<file path="config.mk">
export PLATFORM = sky130hd
export DESIGN_NAME = sprite_motion_ctrl
export DESIGN_NICKNAME = d
export VERILOG_FILES = /design/src/rtl/sprite_motion_ctrl.sv
export SDC_FILE = /design/constraint.sdc
export NUM_CORES = 1
export LEC_CHECK = 0
export ABC_AREA = 1
export BUFFER_PORTS_ARGS = -buffer_cell sky130_fd_sc_hd__buf_4
export CAP_MARGIN = 10
export CORE_ASPECT_RATIO = 0.5
export CORE_UTILIZATION = 54
export DETAILED_ROUTE_END_ITERATION = 10
export PLACE_DENSITY_LB_ADDON = 0.05
export SLEW_MARGIN = 30
export SYNTH_ARGS = -nofsm -noshare
export SYNTH_HDL_FRONTEND = slang
export SYNTH_SLANG_ARGS = --single-unit
</file>
<file path="constraint.sdc">
create_clock -name CLK -period 1.9 [get_ports CLK]
set_input_delay 0.285 -clock CLK [delete_from_list [all_inputs] [get_ports CLK]]
set_output_delay 0.285 -clock CLK [all_outputs]
set_load 0.01 [all_outputs]
</file>
<file path="src/rtl/sprite_motion_ctrl.sv">
// sprite_motion_ctrl
// Frame-synchronous motion controller for the bouncing sprite. One update
// sequence runs per VGA refresh pulse: wall check / direction update, then a
// position step by the programmable speed, then a one-cycle done pulse.
//
// Optional feature macro: MOTION_CLAMP_EN
//   defined   : MOVE saturates the position to [XMIN,XMAX] / [YMIN,YMAX]
//   undefined : plain add/subtract, floored at 0 and capped at SCREEN-SPRITE
//
// Ports
//   CLK          system clock
//   RESET        synchronous active-high reset
//   REFRESH      one-cycle frame pulse from the VGA interface
//   PAUSE        level; frames are skipped while high
//   SPEED_IN     new speed value (pixels/frame)
//   SPEED_WE     one-cycle write strobe for SPEED_IN
//   X_OUT/Y_OUT  sprite left/top edge
//   DIR_X/DIR_Y  1 = increasing coordinate, 0 = decreasing
//   BOUNCE       one-cycle pulse when a direction bit changed
//   UPDATE_DONE  one-cycle pulse when the new position is valid
//   BUSY         high whenever the sequencer is not idle
//
// state | meaning
// IDLE  | waiting for a refresh (or a pending one) with PAUSE low
// CHECK | wall check, direction update, speed latched into working register
// MOVE  | position stepped by the working speed
// DONE  | UPDATE_DONE pulse, then back to IDLE
module sprite_motion_ctrl #(
  parameter int SCREEN_W   = 640,
  parameter int SCREEN_H   = 480,
  parameter int SPRITE_W   = 80,
  parameter int SPRITE_H   = 80,
  parameter int MARGIN     = 5,
  parameter int INIT_X     = 280,
  parameter int INIT_Y     = 200,
  parameter int INIT_SPEED = 3
) (
  input  logic       CLK,
  input  logic       RESET,
  input  logic       REFRESH,
  input  logic       PAUSE,
  input  logic [3:0] SPEED_IN,
  input  logic       SPEED_WE,
  output logic [9:0] X_OUT,
  output logic [8:0] Y_OUT,
  output logic       DIR_X,
  output logic       DIR_Y,
  output logic       BOUNCE,
  output logic       UPDATE_DONE,
  output logic       BUSY
);

  localparam logic [10:0] XMIN_L = 11'(MARGIN);
  localparam logic [10:0] XMAX_L = 11'(SCREEN_W - 1 - SPRITE_W - MARGIN);
  localparam logic [10:0] XCAP_L = 11'(SCREEN_W - SPRITE_W);
  localparam logic [9:0]  YMIN_L = 10'(MARGIN);
  localparam logic [9:0]  YMAX_L = 10'(SCREEN_H - 1 - SPRITE_H - MARGIN);
  localparam logic [9:0]  YCAP_L = 10'(SCREEN_H - SPRITE_H);

  typedef enum logic [1:0] {IDLE, CHECK, MOVE, DONE} state_t;

  state_t     state_q;
  logic [9:0] x_q, x_d;
  logic [8:0] y_q, y_d;
  logic       dir_x_q, dir_x_d;
  logic       dir_y_q, dir_y_d;
  logic [3:0] speed_q, speed_work_q;
  logic       pending_q, bounce_q, done_q, busy_q;

  // One extra bit of headroom: the top bit of a difference flags underflow.
  logic [10:0] x_ext, x_sum, x_diff;
  logic [9:0]  y_ext, y_sum, y_diff;

  always_comb begin
    x_ext  = {1'b0, x_q};
    y_ext  = {1'b0, y_q};
    x_sum  = x_ext + {7'd0, speed_work_q};
    x_diff = x_ext - {7'd0, speed_work_q};
    y_sum  = y_ext + {6'd0, speed_work_q};
    y_diff = y_ext - {6'd0, speed_work_q};

    dir_x_d = dir_x_q;
    if (x_ext >= XMAX_L)      dir_x_d = 1'b0;
    else if (x_ext <= XMIN_L) dir_x_d = 1'b1;
    dir_y_d = dir_y_q;
    if (y_ext >= YMAX_L)      dir_y_d = 1'b0;
    else if (y_ext <= YMIN_L) dir_y_d = 1'b1;

`ifdef MOTION_CLAMP_EN
    if (dir_x_q) x_d = (x_sum > XMAX_L) ? XMAX_L[9:0] : x_sum[9:0];
    else         x_d = (x_diff[10] || x_diff < XMIN_L) ? XMIN_L[9:0] : x_diff[9:0];
    if (dir_y_q) y_d = (y_sum > YMAX_L) ? YMAX_L[8:0] : y_sum[8:0];
    else         y_d = (y_diff[9] || y_diff < YMIN_L) ? YMIN_L[8:0] : y_diff[8:0];
`else
    if (dir_x_q) x_d = (x_sum > XCAP_L) ? XCAP_L[9:0] : x_sum[9:0];
    else         x_d = x_diff[10] ? 10'd0 : x_diff[9:0];
    if (dir_y_q) y_d = (y_sum > YCAP_L) ? YCAP_L[8:0] : y_sum[8:0];
    else         y_d = y_diff[9] ? 9'd0 : y_diff[8:0];
`endif
  end

  always_ff @(posedge CLK) begin
    if (RESET) begin
      state_q      <= IDLE;
      x_q          <= 10'(INIT_X);
      y_q          <= 9'(INIT_Y);
      dir_x_q      <= 1'b0;
      dir_y_q      <= 1'b0;
      speed_q      <= 4'(INIT_SPEED);
      speed_work_q <= 4'(INIT_SPEED);
      pending_q    <= 1'b0;
      bounce_q     <= 1'b0;
      done_q       <= 1'b0;
      busy_q       <= 1'b0;
    end else begin
      bounce_q <= 1'b0;
      done_q   <= 1'b0;
      if (SPEED_WE) speed_q <= SPEED_IN;
      // Refreshes during a sequence collapse into a single pending update.
      if (REFRESH && state_q != IDLE) pending_q <= 1'b1;
      case (state_q)
        IDLE: begin
          if ((REFRESH || pending_q) && !PAUSE) begin
            state_q   <= CHECK;
            pending_q <= 1'b0;
            busy_q    <= 1'b1;
          end
        end
        CHECK: begin
          dir_x_q      <= dir_x_d;
          dir_y_q      <= dir_y_d;
          bounce_q     <= (dir_x_d != dir_x_q) || (dir_y_d != dir_y_q);
          speed_work_q <= speed_q;
          state_q      <= MOVE;
        end
        MOVE: begin
          x_q     <= x_d;
          y_q     <= y_d;
          done_q  <= 1'b1;
          state_q <= DONE;
        end
        default: begin
          state_q <= IDLE;
          busy_q  <= 1'b0;
        end
      endcase
    end
  end

  assign X_OUT       = x_q;
  assign Y_OUT       = y_q;
  assign DIR_X       = dir_x_q;
  assign DIR_Y       = dir_y_q;
  assign BOUNCE      = bounce_q;
  assign UPDATE_DONE = done_q;
  assign BUSY        = busy_q;

endmodule

</file>
==> results.py, run 1 <==
metrics = {
    "global_routing": {
        "grt_usage_pct": 33.68,
        "grt_max_degree": 29,
        "gr-total-overflow": 0,
        "antenna_found_initial": 0,
        "grt_pass1_vias": 3103,
        "grt_pass1_wl_um": 14480,
    },
    "timing": {
        "clock-skew-final_ps": 7.780,
        "rsz0062_at_grt": "yes",
        "setup_ws_ps": -240.0,
        "fin_crit_sh_pct": 112.6,
        "tightest_slew_ps": 563.9,
        "report.final.setup_viol": 18,
        "max_freq_mhz": 467.3,
        "maxSlewHeadroom_pct": 62.37,
        "timing_hold_violations_final": 0,
        "fin_crit_ps": 2140,
        "final_max_slew_viol_count": 0,
    },
    "synthesis": {
        "seq_area_frac_synth_pct": 24.25,
        "synth_area_per_cell_um2": 6.478,
        "ys_warn_count": 0,
        "synth_seq_cells": 35,
        "syn_inst": 446,
        "synthFlopType": "dfxtp_1",
        "yosys-top-cells-area": "dfxtp_1 (24%), nand2_1 (13%), ha_1 (8.2%), nand3_1 (6.9%), inv_1 (6.5%)",
        "synth_cell_types": 36,
        "netlist.area_leader.share_pct": 24.25,
        "async_flop_share_pct": 0,
        "syn_area_mm2": 0.002889,
        "syn-num-nets": 478,
        "yosys.area.top_type": "dfxtp_1",
        "synth_edf_count": 0,
    },
    "drt": {
        "drc": 0,
        "drt_wl_total_um": 9447,
        "drt-initial-drc-count": 178,
        "wl_per_cell_um": 15.54,
        "drtAntennaViolNets": 0,
        "vias_per_cell": 5.539,
        "drt-pass1-iter-count": 5,
        "vias": 3368,
    },
    "layout": {
        "n_antenna_cell": 0,
        "drive_gt1_share_pct": 38.10,
        "layout.nets": 569,
        "regArea_um2": 718.2,
        "fin_cells": 608,
        "final_cell_mix": "buf_4 (96), nand2_1 (92), inv_1 (43)",
        "multi_input_area_mm2": 0.002113,
        "final_common_cell": "buf_4",
        "syn_to_final_growth_pct": 39.45,
        "fillerInstances": 351,
        "finalInstanceArea_mm2": 0.004029,
    },
    "worst_setup_path": {
        "worstPathArrival_ps": 2330,
        "criticalPathCategory": "reg -> reg",
        "ff2ff_setup_slack_ps": -240,
        "worstPathRequired_ps": 2090,
        "crit_path_max_incr_delay_ps": 400,
        "critical-path-top-cell-by-count": "a21oi_2",
        "path_max_fanout": 4,
        "reg2reg_from": "speed_work_q[0]",
        "reg2regPathDepth": 13,
        "start_kind": "flop",
        "cp-end-kind": "flop",
        "r2r_end": "X_OUT[0]",
        "worstPathCellList": "buf_12, ha_4, inv_2, fa_2, a21oi_2, nor2_1, nor2_2, nand3_2, buf_4, o211ai_1, inv_1, nand2_2, a21oi_2",
        "cp_slowest_cell": "dfxtp_4",
    },
    "die": {
        "fp.dieArea_mm2": 0.005664,
        "die_y_um": 53.72,
        "io-pin-count": 33,
        "rows": 18,
        "start_util_pct": 57.27,
        "die_w_um": 105.4,
        "core_mm2": 0.005045,
    },
    "run_status": {
        "status": "finished, violations left",
        "violations": "setup timing",
    },
    "placement": {
        "dp_hpwl_um": 6961,
        "placed_cells_incl_taps": 595,
        "gp_congestion": 0.9717,
        "dpl_cell_area_mm2": 0.003656,
        "place_ws_ps": -279.4,
        "portBuffers": 32,
    },
    "power": {
        "peakVddDrop_uv": 1062,
        "leakage_nw": 1.931,
        "power.density_mw_per_mm2": 1703,
    },
    "cts": {
        "postCtsHoldBufs": 0,
        "h-tree-depth": 2,
        "clock_sinks": 35,
        "clkTransAtPathRegs_ps": 80,
        "cts_tree": "yes",
        "root_buffer": "clkbuf_8",
        "cts_buffers": 5,
        "cts_buffer_depth": 2,
        "clk_latency_ps": 300,
    },
    "run": {
        "maxCapViolCount": 0,
    },
    "hold_path": {
        "hold_class": "in -> reg",
        "hold_path.startpoint": "SPEED_IN[0]",
        "min_path_cells": 3,
        "min_to": "speed_q[0]",
    },
}
[area by class of cell]
class / count / share of cell area, %
clock inverters: 3 / 0.4658
inverters: 64 / 6.211
flip-flops and latches: 35 / 17.83
multi-input cells: 332 / 52.45
repair buffers: 99 / 19.16
clock buffers: 5 / 1.708
well taps: 70 / 2.174
[power by group]
group	internal, mW	total (mW)	switching (mW)
sequential	0.996	1.31	0.316
combinational	2.24	4.98	2.74
clock	0.257	0.570	0.314
[per-stage QoR]
stage	setup TNS, ps	utilization [%]	hold slack, ps	power [mW]
CTS	-2318	76.29	209.8	6.395
global placement	-1812	72.47	442.9	5.452
detailed placement	-2890	72.47	459.9	5.573
finish	-2952	79.86	202.9	6.860
global route	-4787	79.86	210.4	7.364
floorplan	-224.1	-	363.5	3.793
[state kept, by name, summed over array words and instances, names as in the netlist]
name,count
DIR_X,1
UPDATE_DONE,1
DIR_Y,1
speed_q,4
speed_work_q,4
BOUNCE,1
pending_q,1
BUSY,1
X_OUT,10
Y_OUT,9
state_q,2
[kinds of logic after synthesis]
family	Yosys count	share of synthesized area, %
compound gates	84	16.72
fa+ha+maj	23	11.00
flops	35	24.25
buf+inv	79	10.96
xor+xnor	13	3.941
simple gates	212	33.13
[critical path, delay by kind of cell (launching register included)]
kind	cells	cell delay [ps]
AOI/OAI and AO/OA	3	350
adders and majority gates	2	460
buffers and inverters	4	390
DFF	1	400
and+or+nand+nor	4	450
[timing repair]
action | in CTS | in global routing
gates resized for setup | 24 | 39
pin swaps | 8 | 14
setup buffers | 3 | 2
endpoints found under the setup margin | 19 | 19
[metal layers]
| layer | vias up | GRT usage, % | share of wire, % | wire (µm) |
|---|---|---|---|---|
| li1 | 1635 | - | - | - |
| met1 | 1567 | 42.38 | 44 | 4114 |
| met2 | 144 | 60.75 | 48 | 4508 |
| met3 | 22 | 5.327 | 7.2 | 680 |
| met4 | 0 | 11.74 | 1.5 | 143 |
| met5 | - | 0 | 0 | 0 |
[worst max path at each step]
stage	start	to	slack (ps)	depth (start not counted)
global placement	X_OUT[0]	X_OUT[4]	-180	14
global route	speed_work_q[0]	X_OUT[4]	-360	15
floorplan	X_OUT[0]	X_OUT[4]	-90	15
CTS	X_OUT[0]	X_OUT[4]	-190	14
finish	speed_work_q[0]	X_OUT[0]	-240	13
detailed placement	X_OUT[0]	X_OUT[4]	-280	14
[Yosys cell counts, types with 3 or more instances]
cell type	n
a21oi_1	30
a21oi_2	5
a31oi_1	3
buf_2	4
buf_4	4
clkbuf_1	7
dfxtp_1	35
fa_1	4
ha_1	19
inv_1	50
inv_2	12
nand2_1	103
nand2_2	7
nand2_4	3
nand3_1	40
nand4_1	11
nor2_1	36
nor2_2	3
nor3_1	3
o211ai_1	3
o21ai_0	26
o21ai_1	8
xor2_1	11
No activity file was read; power rests on OpenSTA's default activity.
==> run 2, diff against run 1 <==
--- a/config.mk
+++ b/config.mk
@@ -9,8 +9,9 @@
 export BUFFER_PORTS_ARGS = -buffer_cell sky130_fd_sc_hd__buf_4
 export CAP_MARGIN = 10
 export CORE_ASPECT_RATIO = 0.5
-export CORE_UTILIZATION = 54
+export CORE_UTILIZATION = 40
 export DETAILED_ROUTE_END_ITERATION = 10
+export GPL_TIMING_DRIVEN = 0
 export PLACE_DENSITY_LB_ADDON = 0.05
 export SLEW_MARGIN = 30
 export SYNTH_ARGS = -nofsm -noshare
==> results.py, run 2 (synthesis results as in run 1) <==
metrics = {
    "run_status": {
        "status": "finished, violations left",
        "violations": "setup timing",
    },
    "global_routing": {
        "met1_usage_pct": 34.37,
        "grt_pass1_vias": 2696,
        "gr-total-overflow": 0,
        "use_met2_pct": 39.14,
        "grt_pass1_wl_um": 13720,
        "grtUsageMet3_pct": 5.474,
        "antenna_found_initial": 0,
        "grt_usage_pct": 24.78,
        "top_usage_layer": "met2",
        "grt_max_degree": 13,
    },
    "hold_path": {
        "hold_class": "in -> reg",
        "min_to": "speed_q[0]",
        "min_path_cells": 3,
        "hold_path.startpoint": "SPEED_IN[0]",
    },
    "worst_setup_path": {
        "reg2reg_from": "speed_work_q[0]",
        "reg2regPathDepth": 14,
        "worstPathArrival_ps": 2360,
        "worstPathRequired_ps": 2040,
        "start_kind": "flop",
        "ff2ff_setup_slack_ps": -310,
        "path_max_fanout": 4,
        "criticalPathCategory": "reg -> reg",
        "r2r_end": "Y_OUT[0]",
        "cp-end-kind": "flop",
    },
    "placement": {
        "portBuffers": 32,
        "dpl_cell_area_mm2": 0.003282,
        "place_ws_ps": -380.5,
        "gp_congestion": 0.9084,
        "dp_hpwl_um": 6344,
    },
    "layout": {
        "drive_gt1_share_pct": 36.90,
        "finalInstanceArea_mm2": 0.004095,
        "n_antenna_cell": 0,
        "layout.nets": 554,
        "syn_to_final_growth_pct": 41.75,
        "fin_util_pct": 59.95,
        "largest_reg_flops": 10,
        "final_common_cell": "nand2_1",
        "final_cell_mix": "nand2_1 (86), buf_4 (65), inv_1 (44)",
    },
    "die": {
        "start_util_pct": 42.29,
        "die_w_um": 122.2,
        "rows": 21,
        "io-pin-count": 33,
        "core_mm2": 0.006832,
        "die_y_um": 62.10,
        "fp.dieArea_mm2": 0.007587,
    },
    "timing": {
        "fin_crit_ps": 2214,
        "final_max_slew_viol_count": 0,
        "tightest_slew_ps": 665.9,
        "report.final.setup_viol": 19,
        "max_freq_mhz": 451.6,
        "rsz0062_at_grt": "yes",
        "setup_ws_ps": -314.5,
        "maxSlewHeadroom_pct": 55.61,
        "fin_crit_sh_pct": 116.6,
        "clock-skew-final_ps": 11.00,
        "timing_hold_violations_final": 0,
    },
    "drt": {
        "vias_per_cell": 5.055,
        "vias": 3109,
        "drt-pass1-iter-count": 5,
        "drt-initial-drc-count": 192,
        "drc": 0,
        "drtAntennaViolNets": 0,
        "wl_per_cell_um": 14.74,
        "drt_wl_total_um": 9064,
    },
    "cts": {
        "cts_buffer_depth": 2,
        "clk_latency_ps": 300,
        "cts_tree": "yes",
        "h-tree-depth": 2,
        "clkTransAtPathRegs_ps": 60,
        "clock_sinks": 35,
        "postCtsHoldBufs": 0,
        "root_buffer": "clkbuf_16",
        "cts_buffers": 5,
    },
    "power": {
        "power.density_mw_per_mm2": 1730,
        "switching_share_pct": 48.02,
        "intPower_mw": 3.683,
        "peakVddDrop_uv": 753.9,
        "leakage_nw": 1.887,
        "power_switching_mw": 3.403,
        "p_clk_share_pct": 14.1,
        "p_comb_share_pct": 66.9,
        "p_seq_share_pct": 19.0,
    },
    "run": {
        "maxCapViolCount": 0,
    },
}
[run 2: area by class of cell]
type	instances	area, µm²
inverters	64	257.7
clock buffers	5	125.1
multi-input cells	332	2182
plain buffers	15	81.33
repair buffers	69	561.8
flip-flops and latches	35	728.2
clock inverters	3	43.79
well taps	92	115.1
fillers	656	2736
[run 2: worst max-delay path by stage]
stage | start | end
global route | speed_work_q[0] | X_OUT[4]
global placement | speed_work_q[1] | X_OUT[4]
CTS | X_OUT[0] | X_OUT[4]
finish | speed_work_q[0] | Y_OUT[0]
floorplan | X_OUT[0] | X_OUT[4]
detailed placement | speed_work_q[1] | X_OUT[4]
[run 2: repair_timing]
item	4_1_cts	5_1_grt
buffers inserted	27	10
gates resized for setup	48	41
pin swaps	33	23
endpoints found under the setup margin	19	20
gates cloned	0	0
[run 2: metrics by stage]
step           total power [mW]  instances  TNS, ps  hold WS, ps
3_5_place_dp              4.798        570    -5633        451.5
5_1_grt                   7.650        615    -6573        216.0
6_report                  7.086        615    -4035        202.7
4_1_cts                   6.601        605    -3228        201.9
3_3_place_gp              4.803        570    -5656        446.4
2_1_floorplan             3.793        446   -224.1        363.5
[run 2: power by group through the flow]
stage | logic (mW) | registers [mW] | clock network, mW
after floorplan | 2.47 | 1.33 | 0
after global placement | 3.47 | 1.33 | 0
after detailed placement | 3.46 | 1.33 | 0
after CTS | 4.26 | 1.34 | 1.00
after global routing | 5.22 | 1.39 | 1.03
final | 4.74 | 1.35 | 0.999
[run 2: layer usage]
| layer | up-vias | part of all wire, % |
|---|---|---|
| li1 | 1609 | - |
| met5 | - | 0 |
| met4 | 0 | 1.1 |
| met3 | 10 | 3.9 |
| met2 | 69 | 43 |
| met1 | 1421 | 52 |
[run 2: critical path, cell delays in order, from the launching register on]
cell,delay [ps]
dfxtp_4,360
buf_4,130
buf_6,120
ha_4,160
fa_2,380
nand3_4,120
a21oi_4,80
a21oi_2,160
nor2_2,60
nor2_2,120
nand2_2,80
nand2_4,100
nand2_2,70
nand2_2,60
a21oi_1,60
